File: src/rtl/if_stage_pkg.sv
// if_stage_pkg: bus widths and slot state encoding shared by the fetch stage and its bench
package if_stage_pkg;
  localparam int PF_TO_FS_BUS_WD = 71;
  localparam int FS_TO_DS_BUS_WD = 103;
  typedef enum logic [1:0] {
    FS_EMPTY   = 2'd0,
    FS_WAIT    = 2'd1,
    FS_READY   = 2'd2,
    FS_DISCARD = 2'd3
  } fs_state_e;
endpackage

File: src/rtl/if_stage.sv
// if_stage: tracks the single in-flight icache read from pre-IF, buffers the word until decode takes it
//   clk, reset          clock, async active-high reset
//   to_fs_valid         pre-IF request accepted by the cache this cycle
//   preif_to_fs_bus     {tlb_refill, badvaddr, has_ex, ex_type, pc}
//   fs_allowin          slot can take a request this cycle
//   fs_has_inst         slot holds a live instruction (outstanding or buffered)
//   inst_cache_*        in-order read response
//   fs_flush            pipeline flush; orphans any outstanding response
//   ds_allowin          decode accepts this cycle
//   fs_to_ds_valid/bus  {tlb_refill, badvaddr, has_ex, ex_type, inst, pc}
module if_stage
  import if_stage_pkg::*;
(
  input  logic                       clk,
  input  logic                       reset,
  input  logic                       to_fs_valid,
  input  logic [PF_TO_FS_BUS_WD-1:0] preif_to_fs_bus,
  output logic                       fs_allowin,
  output logic                       fs_has_inst,
  input  logic                       inst_cache_data_ok,
  input  logic [31:0]                inst_cache_rdata,
  input  logic                       fs_flush,
  input  logic                       ds_allowin,
  output logic                       fs_to_ds_valid,
  output logic [FS_TO_DS_BUS_WD-1:0] fs_to_ds_bus
);
  fs_state_e                  state_q, state_d, hold_d;
  logic [PF_TO_FS_BUS_WD-1:0] slot_q, slot_d;
  logic [31:0]                inst_q, inst_d;
  logic                       acc, leave, is_wait, is_ready;
  logic [31:0]                inst;

  assign is_wait  = state_q == FS_WAIT;
  assign is_ready = state_q == FS_READY;
  // a held or arriving word leaves the slot when decode takes it or a flush kills it
  assign leave    = ds_allowin | fs_flush;

  assign fs_allowin = (state_q == FS_EMPTY)
                    | (is_ready & leave)
                    | (is_wait & inst_cache_data_ok & leave)
                    | ((state_q == FS_DISCARD) & inst_cache_data_ok);
  assign acc         = to_fs_valid & fs_allowin;
  assign fs_has_inst = is_wait | is_ready;

  assign fs_to_ds_valid = ~fs_flush & (is_ready | (is_wait & inst_cache_data_ok));
  assign inst           = is_wait ? inst_cache_rdata : inst_q;
  assign fs_to_ds_bus   = {slot_q[70:32], inst, slot_q[31:0]};

  always_comb begin
    hold_d = state_q;
    case (state_q)
      FS_WAIT:    hold_d = inst_cache_data_ok ? (leave ? FS_EMPTY : FS_READY)
                                              : (fs_flush ? FS_DISCARD : FS_WAIT);
      FS_READY:   hold_d = leave ? FS_EMPTY : FS_READY;
      FS_DISCARD: hold_d = inst_cache_data_ok ? FS_EMPTY : FS_DISCARD;
      default:    hold_d = FS_EMPTY;
    endcase
    // a same-cycle request after a flush carries the reflush PC and must be kept
    state_d = acc ? FS_WAIT : hold_d;
    slot_d  = acc ? preif_to_fs_bus : slot_q;
    inst_d  = (is_wait & inst_cache_data_ok & ~leave) ? inst_cache_rdata : inst_q;
  end

  always_ff @(posedge clk or posedge reset) begin
    if (reset) begin
      state_q <= FS_EMPTY;
      slot_q  <= '0;
      inst_q  <= '0;
    end else begin
      state_q <= state_d;
      slot_q  <= slot_d;
      inst_q  <= inst_d;
    end
  end
endmodule

File: config.mk
export PLATFORM = sky130hd
export DESIGN_NAME = if_stage
export DESIGN_NICKNAME = d
export VERILOG_FILES = /design/src/rtl/if_stage_pkg.sv /design/src/rtl/if_stage.sv
export SDC_FILE = /design/constraint.sdc
export NUM_CORES = 1
export LEC_CHECK = 0
export ABC_AREA = 0
export CORE_ASPECT_RATIO = 0.6
export CORE_MARGIN = 2
export CORE_UTILIZATION = 44
export DETAILED_ROUTE_END_ITERATION = 8
export GPL_ROUTABILITY_DRIVEN = 0
export PLACE_DENSITY = 0.86
export SKIP_CTS_REPAIR_TIMING = 1
export SYNTH_ARGS = -nofsm -noshare
export SYNTH_HDL_FRONTEND = slang
export SYNTH_SLANG_ARGS = --single-unit
export TNS_END_PERCENT = 30
File: constraint.sdc
create_clock -name clk -period 10.92 [get_ports clk]
set_input_delay 3.276 -clock clk [delete_from_list [all_inputs] [get_ports clk]]
set_output_delay 3.276 -clock clk [all_outputs]
set_load 0.05 [all_outputs]
# Word level (Yosys, flattened, before mapping)
# Cells that the tools add are included.
# op_classes
n_eq_ne	3
n_reduce_logical	1
mux	7
bitwise_logic	15
# ops
operator	count
two-way mux 32 bit	1
two-way mux 2 bit	5
AND 1 bit	7
bitwise OR 1 bit	6
case mux 2 bit (3 select lines)	1
== test 2 bit (second input constant)	2
== test 2 x 1 -> 1 bit (second input constant)	1
zero test 2 bit	1
NOT 1 bit	2
# word_totals
word_cells	29
output_inout_bits	106
register_bits	105
input_bits	109

# Logic depth before layout (Yosys ltp)
# logic_depth
ltp_word	7
depth_mapped	7
mapped_depth_nobuf	5

# Worst setup path before layout
# OpenSTA, ideal clock, no wires.
# synth_timing
kind	input to output
startpoint	input inst_cache_data_ok
endpoint	output fs_allowin
required_time_ns	7.644
path_slack_ns	3.214
path_buffers	0
cell_stages	2
t_arrival_ns	4.430
cell_sequence	a21oi_4 > o21ai_0
# synth_between
elab_chain_len	4
word_cells_on_any_way	5
cone_classes	bitwise: 5
# synth_rtl
item	line_no	text
start, declared	if_stage.sv:20	input logic inst_cache_data_ok,
AND 1 bit (2 in a row)	if_stage.sv:40	| (is_wait & inst_cache_data_ok & leave)
bitwise OR 1 bit	if_stage.sv:40	
bitwise OR 1 bit *	if_stage.sv:41	| ((state_q == FS_DISCARD) & inst_cache_data_ok);
end, declared	if_stage.sv:18	output logic fs_allowin,
# Every way passes the cells marked *; elsewhere a longest branch is shown, timed or not.

# Worst setup path in the final report
# Same ends and word-level chain as after synthesis.

==> report_table.html <==
<table>
<tr><th>Metric</th><th>Value</th></tr>
<tr><th colspan="2">Clocking</th></tr>
<tr><td>Worst-Skew Late Latency</td><td>330 ps</td></tr>
<tr><td>Number of buffers between clock root and the deepest sink</td><td>2</td></tr>
<tr><td>Clk slew on worst S/H paths</td><td>60 ps</td></tr>
<tr><td>Inserted Clock Buffers</td><td>9</td></tr>
<tr><td>Clock root buffer</td><td>sky130_fd_sc_hd__clkbuf_16</td></tr>
<tr><td>Clk sink count</td><td>105</td></tr>
<tr><td>TritonCTS clock tree</td><td>yes</td></tr>
<tr><td>H-tree levels</td><td>3</td></tr>
<tr><th colspan="2">Placed design</th></tr>
<tr><td># port buffers</td><td>214</td></tr>
<tr><td>Number of placed cells counting well taps</td><td>617</td></tr>
<tr><td>Post-Place Worst Slack</td><td>2650 ps</td></tr>
<tr><td>HPWL after detailed placement</td><td>8170 µm</td></tr>
<tr><th colspan="2">Job</th></tr>
<tr><td>Max capacitance violation total</td><td>0</td></tr>
<tr><th colspan="2">Critical path</th></tr>
<tr><td>Slowest CP cell</td><td>sky130_fd_sc_hd__clkdlybuf4s50_1</td></tr>
<tr><td>Crit Path Class</td><td>in2out</td></tr>
<tr><td>Peak fanout along the critical path</td><td>4</td></tr>
<tr><td>Most used cell along the critical path</td><td>sky130_fd_sc_hd__clkdlybuf4s50_1</td></tr>
<tr><td>Required time reported for the critical path endpoint</td><td>7640 ps</td></tr>
<tr><td>Chain of cells forming the critical path</td><td>clkdlybuf4s50_1, a21oi_1, o21ai_0, clkdlybuf4s50_1</td></tr>
<tr><td>Crit-path max cell delay</td><td>730 ps</td></tr>
<tr><td>Arr. time, crit path</td><td>5060 ps</td></tr>
<tr><td>Launching element type of the critical path</td><td>input pin</td></tr>
<tr><td>Type of element capturing the critical path</td><td>output port</td></tr>
<tr><th colspan="2">Timing</th></tr>
<tr><td>Setup Total Neg Slack</td><td>0 ps</td></tr>
<tr><td>Post-route worst setup slack</td><td>2590 ps</td></tr>
<tr><td>Worst clock skew on the final layout</td><td>6.93 ps</td></tr>
<tr><td>RSZ-0062 raised after global routing</td><td>no</td></tr>
<tr><td>Count of final max-slew check failures</td><td>0</td></tr>
<tr><td>Final setup violation count</td><td>0</td></tr>
<tr><td>Time the final worst path needs with I/O delays and setup</td><td>8330 ps</td></tr>
<tr><td>Pin slew with the least headroom to its limit</td><td>858 ps</td></tr>
<tr><td>Final hold viol count</td><td>0</td></tr>
<tr><td>Tcrit/Tclk final</td><td>76.3%</td></tr>
<tr><td>Slew HR</td><td>42.8%</td></tr>
<tr><td>Max frequency</td><td>0.120 GHz</td></tr>
<tr><th colspan="2">Detailed routing</th></tr>
<tr><td>Detail-routed net length per standard cell</td><td>17.7 µm</td></tr>
<tr><td>Aggregate routed wire length</td><td>11200 µm</td></tr>
<tr><td>Via count of the routed design</td><td>3090</td></tr>
<tr><td>Starting DRT DRC Count</td><td>55</td></tr>
<tr><td>Number of iterations in the first detailed-routing pass</td><td>4</td></tr>
<tr><td>Detail Route Antenna Nets</td><td>0</td></tr>
<tr><td>Count of unresolved DRC violations after routing</td><td>0</td></tr>
<tr><td>Routed vias/inst</td><td>4.88</td></tr>
<tr><th colspan="2">Layout</th></tr>
<tr><td>Synth-to-Final Area Change</td><td>56.5%</td></tr>
<tr><td>Post-Route Utilization</td><td>70.9%</td></tr>
<tr><td>Number of nets at the end of the flow</td><td>607</td></tr>
<tr><td>Antenna diode count</td><td>0</td></tr>
<tr><td>Non-filler instance count after layout</td><td>633</td></tr>
<tr><td>Layout cell share with drive strength beyond 1</td><td>31.3%</td></tr>
<tr><th colspan="2">Synth</th></tr>
<tr><td>Number of different library cells in the post-synthesis netlist</td><td>19</td></tr>
<tr><td>Synthesis warning total</td><td>0</td></tr>
<tr><td>Number of synthesized register bits</td><td>105</td></tr>
<tr><td>Post-synthesis net count</td><td>393</td></tr>
<tr><td>Number of instances in the synthesized netlist</td><td>279</td></tr>
<tr><td>Proportion of synthesized chip area in sequential cells</td><td>59.0%</td></tr>
<tr><td>Cell area after technology mapping</td><td>4460 µm²</td></tr>
<tr><td>Avg Cell Area, Syn</td><td>16.0 µm²</td></tr>
<tr><th colspan="2">Die</th></tr>
<tr><td>Die width</td><td>134 µm</td></tr>
<tr><td>Boundary Pins</td><td>215</td></tr>
<tr><td>Row Count</td><td>28</td></tr>
<tr><td>Initial core utilization</td><td>45.3%</td></tr>
<tr><td>Die area</td><td>11000 µm²</td></tr>
<tr><td>Area of the core region</td><td>9840 µm²</td></tr>
<tr><td>Die height</td><td>82.0 µm</td></tr>
<tr><th colspan="2">Outcome</th></tr>
<tr><td>Status</td><td>finished, final reports clean</td></tr>
<tr><th colspan="2">Global routing</th></tr>
<tr><td>Via count of the first global-routing pass</td><td>3248</td></tr>
<tr><td>Pin count of the biggest net entering global routing</td><td>69</td></tr>
<tr><td>Global-route wire length before repair</td><td>17100 µm</td></tr>
<tr><td>Total overflow reported by the global router</td><td>0</td></tr>
<tr><td>All-Layer GR Usage</td><td>20.4%</td></tr>
<tr><td>Number of antenna violations at the first check in global routing</td><td>0</td></tr>
<tr><th colspan="2">Min path</th></tr>
<tr><td>Hold WC Path Type</td><td>reg2reg</td></tr>
</table>
==> registers in the layout, summed over array words and instances, names as in the netlist <==
| register | cells |
|---|---|
| inst_q | 32 |
| slot_q | 71 |
| state_q | 2 |
==> worst max-delay path: cells and delay by family <==
kind	cells	cell delay [ps]
buffers and inverters	2	1250
AO/OA/AOI/OAI	2	530
==> cells in the mapped netlist <==
library cell / count / area (µm²)
sky130_fd_sc_hd__or4_1: 1 / 7.51
sky130_fd_sc_hd__nand2_1: 1 / 3.75
sky130_fd_sc_hd__mux2_2: 133 / 1500
sky130_fd_sc_hd__a21o_1: 1 / 7.51
sky130_fd_sc_hd__nor2_1: 3 / 11.3
sky130_fd_sc_hd__ha_1: 5 / 62.6
sky130_fd_sc_hd__a21oi_1: 2 / 10.0
sky130_fd_sc_hd__nand2b_1: 1 / 6.26
sky130_fd_sc_hd__clkbuf_1: 1 / 3.75
sky130_fd_sc_hd__a21oi_4: 1 / 16.3
sky130_fd_sc_hd__buf_6: 7 / 78.8
sky130_fd_sc_hd__buf_4: 4 / 30.0
sky130_fd_sc_hd__and3_1: 1 / 6.26
sky130_fd_sc_hd__buf_2: 3 / 15.0
sky130_fd_sc_hd__inv_1: 4 / 15.0
sky130_fd_sc_hd__mux2_1: 2 / 22.5
sky130_fd_sc_hd__dfrtp_1: 105 / 2630
sky130_fd_sc_hd__o21ai_0: 3 / 15.0
sky130_fd_sc_hd__o22ai_4: 1 / 20.0
==> placed cells by master, fill, tap and decap left out, drive strengths merged <==
master / count
clkdlybuf4s50: 214
mux2: 135
dfrtp: 105
clkbuf: 10
ha: 5
inv: 5
buf: 4
nor2: 3
o21ai: 3
a21oi: 3
clkinv: 3
and3: 1
o22ai: 1
nand2b: 1
a21o: 1
nand2: 1
or4: 1
clkinvlp: 1
bufinv: 1
==> area by class of cell <==
class | instances | area, µm²
fill | 683 | 2870
sequential | 105 | 2630
timing repair buffer | 218 | 2170
multi-input combinational | 155 | 1690
clock buffer | 10 | 239
tap | 135 | 169
clock inverter | 6 | 65.1
inverter | 4 | 17.5
==> path summary, 6_finish.rpt <==
| path | startpoint | to | slack [ps] | cells after the start |
|---|---|---|---|---|
| min reg2reg | inst_q[19] | inst_q[19] | 480 | 1 |
| max in group asynchronous | reset | inst_q[24] | 6380 | 3 |
| min | inst_q[19] | inst_q[19] | 480 | 1 |
| max | inst_cache_data_ok | fs_allowin | 2590 | 4 |
| min in group asynchronous | reset | slot_q[69] | 3350 | 2 |
| max reg2reg | state_q[1] | slot_q[29] | 7670 | 7 |
==> per-stage QoR <==
step / cell area (µm²) / hold WS [ps]
5_1_grt: 6980 / 522
3_5_place_dp: 6670 / 476
3_3_place_gp: 6670 / 463
6_report: 6980 / 485
4_1_cts: 6980 / 491
2_1_floorplan: 4460 / 454
==> logic make-up (layout without fill, tap and decap cells) <==
kind of cell | after synthesis | after routing | synth area share [%]
muxes | 135 | 135 | 34.1
DFF | 105 | 105 | 59.0
buffers and inverters | 19 | 238 | 3.20
AOI/OAI and AO/OA | 8 | 8 | 1.54
and+or+nand+nor | 7 | 7 | 0.786
adders and majority gates | 5 | 5 | 1.40
==> metal layers <==
metal / track usage (%) / vias up / routed length, µm
li1: - / 1417 / -
met3: 7.28 / 23 / 911
met1: 25.3 / 1516 / 4730
met4: 7.77 / 0 / 286
met2: 33.2 / 134 / 5300
met5: 0 / - / 0
Power is not shown: default switching activity piles up to over one toggle a cycle in this logic, so the estimate is an artifact.
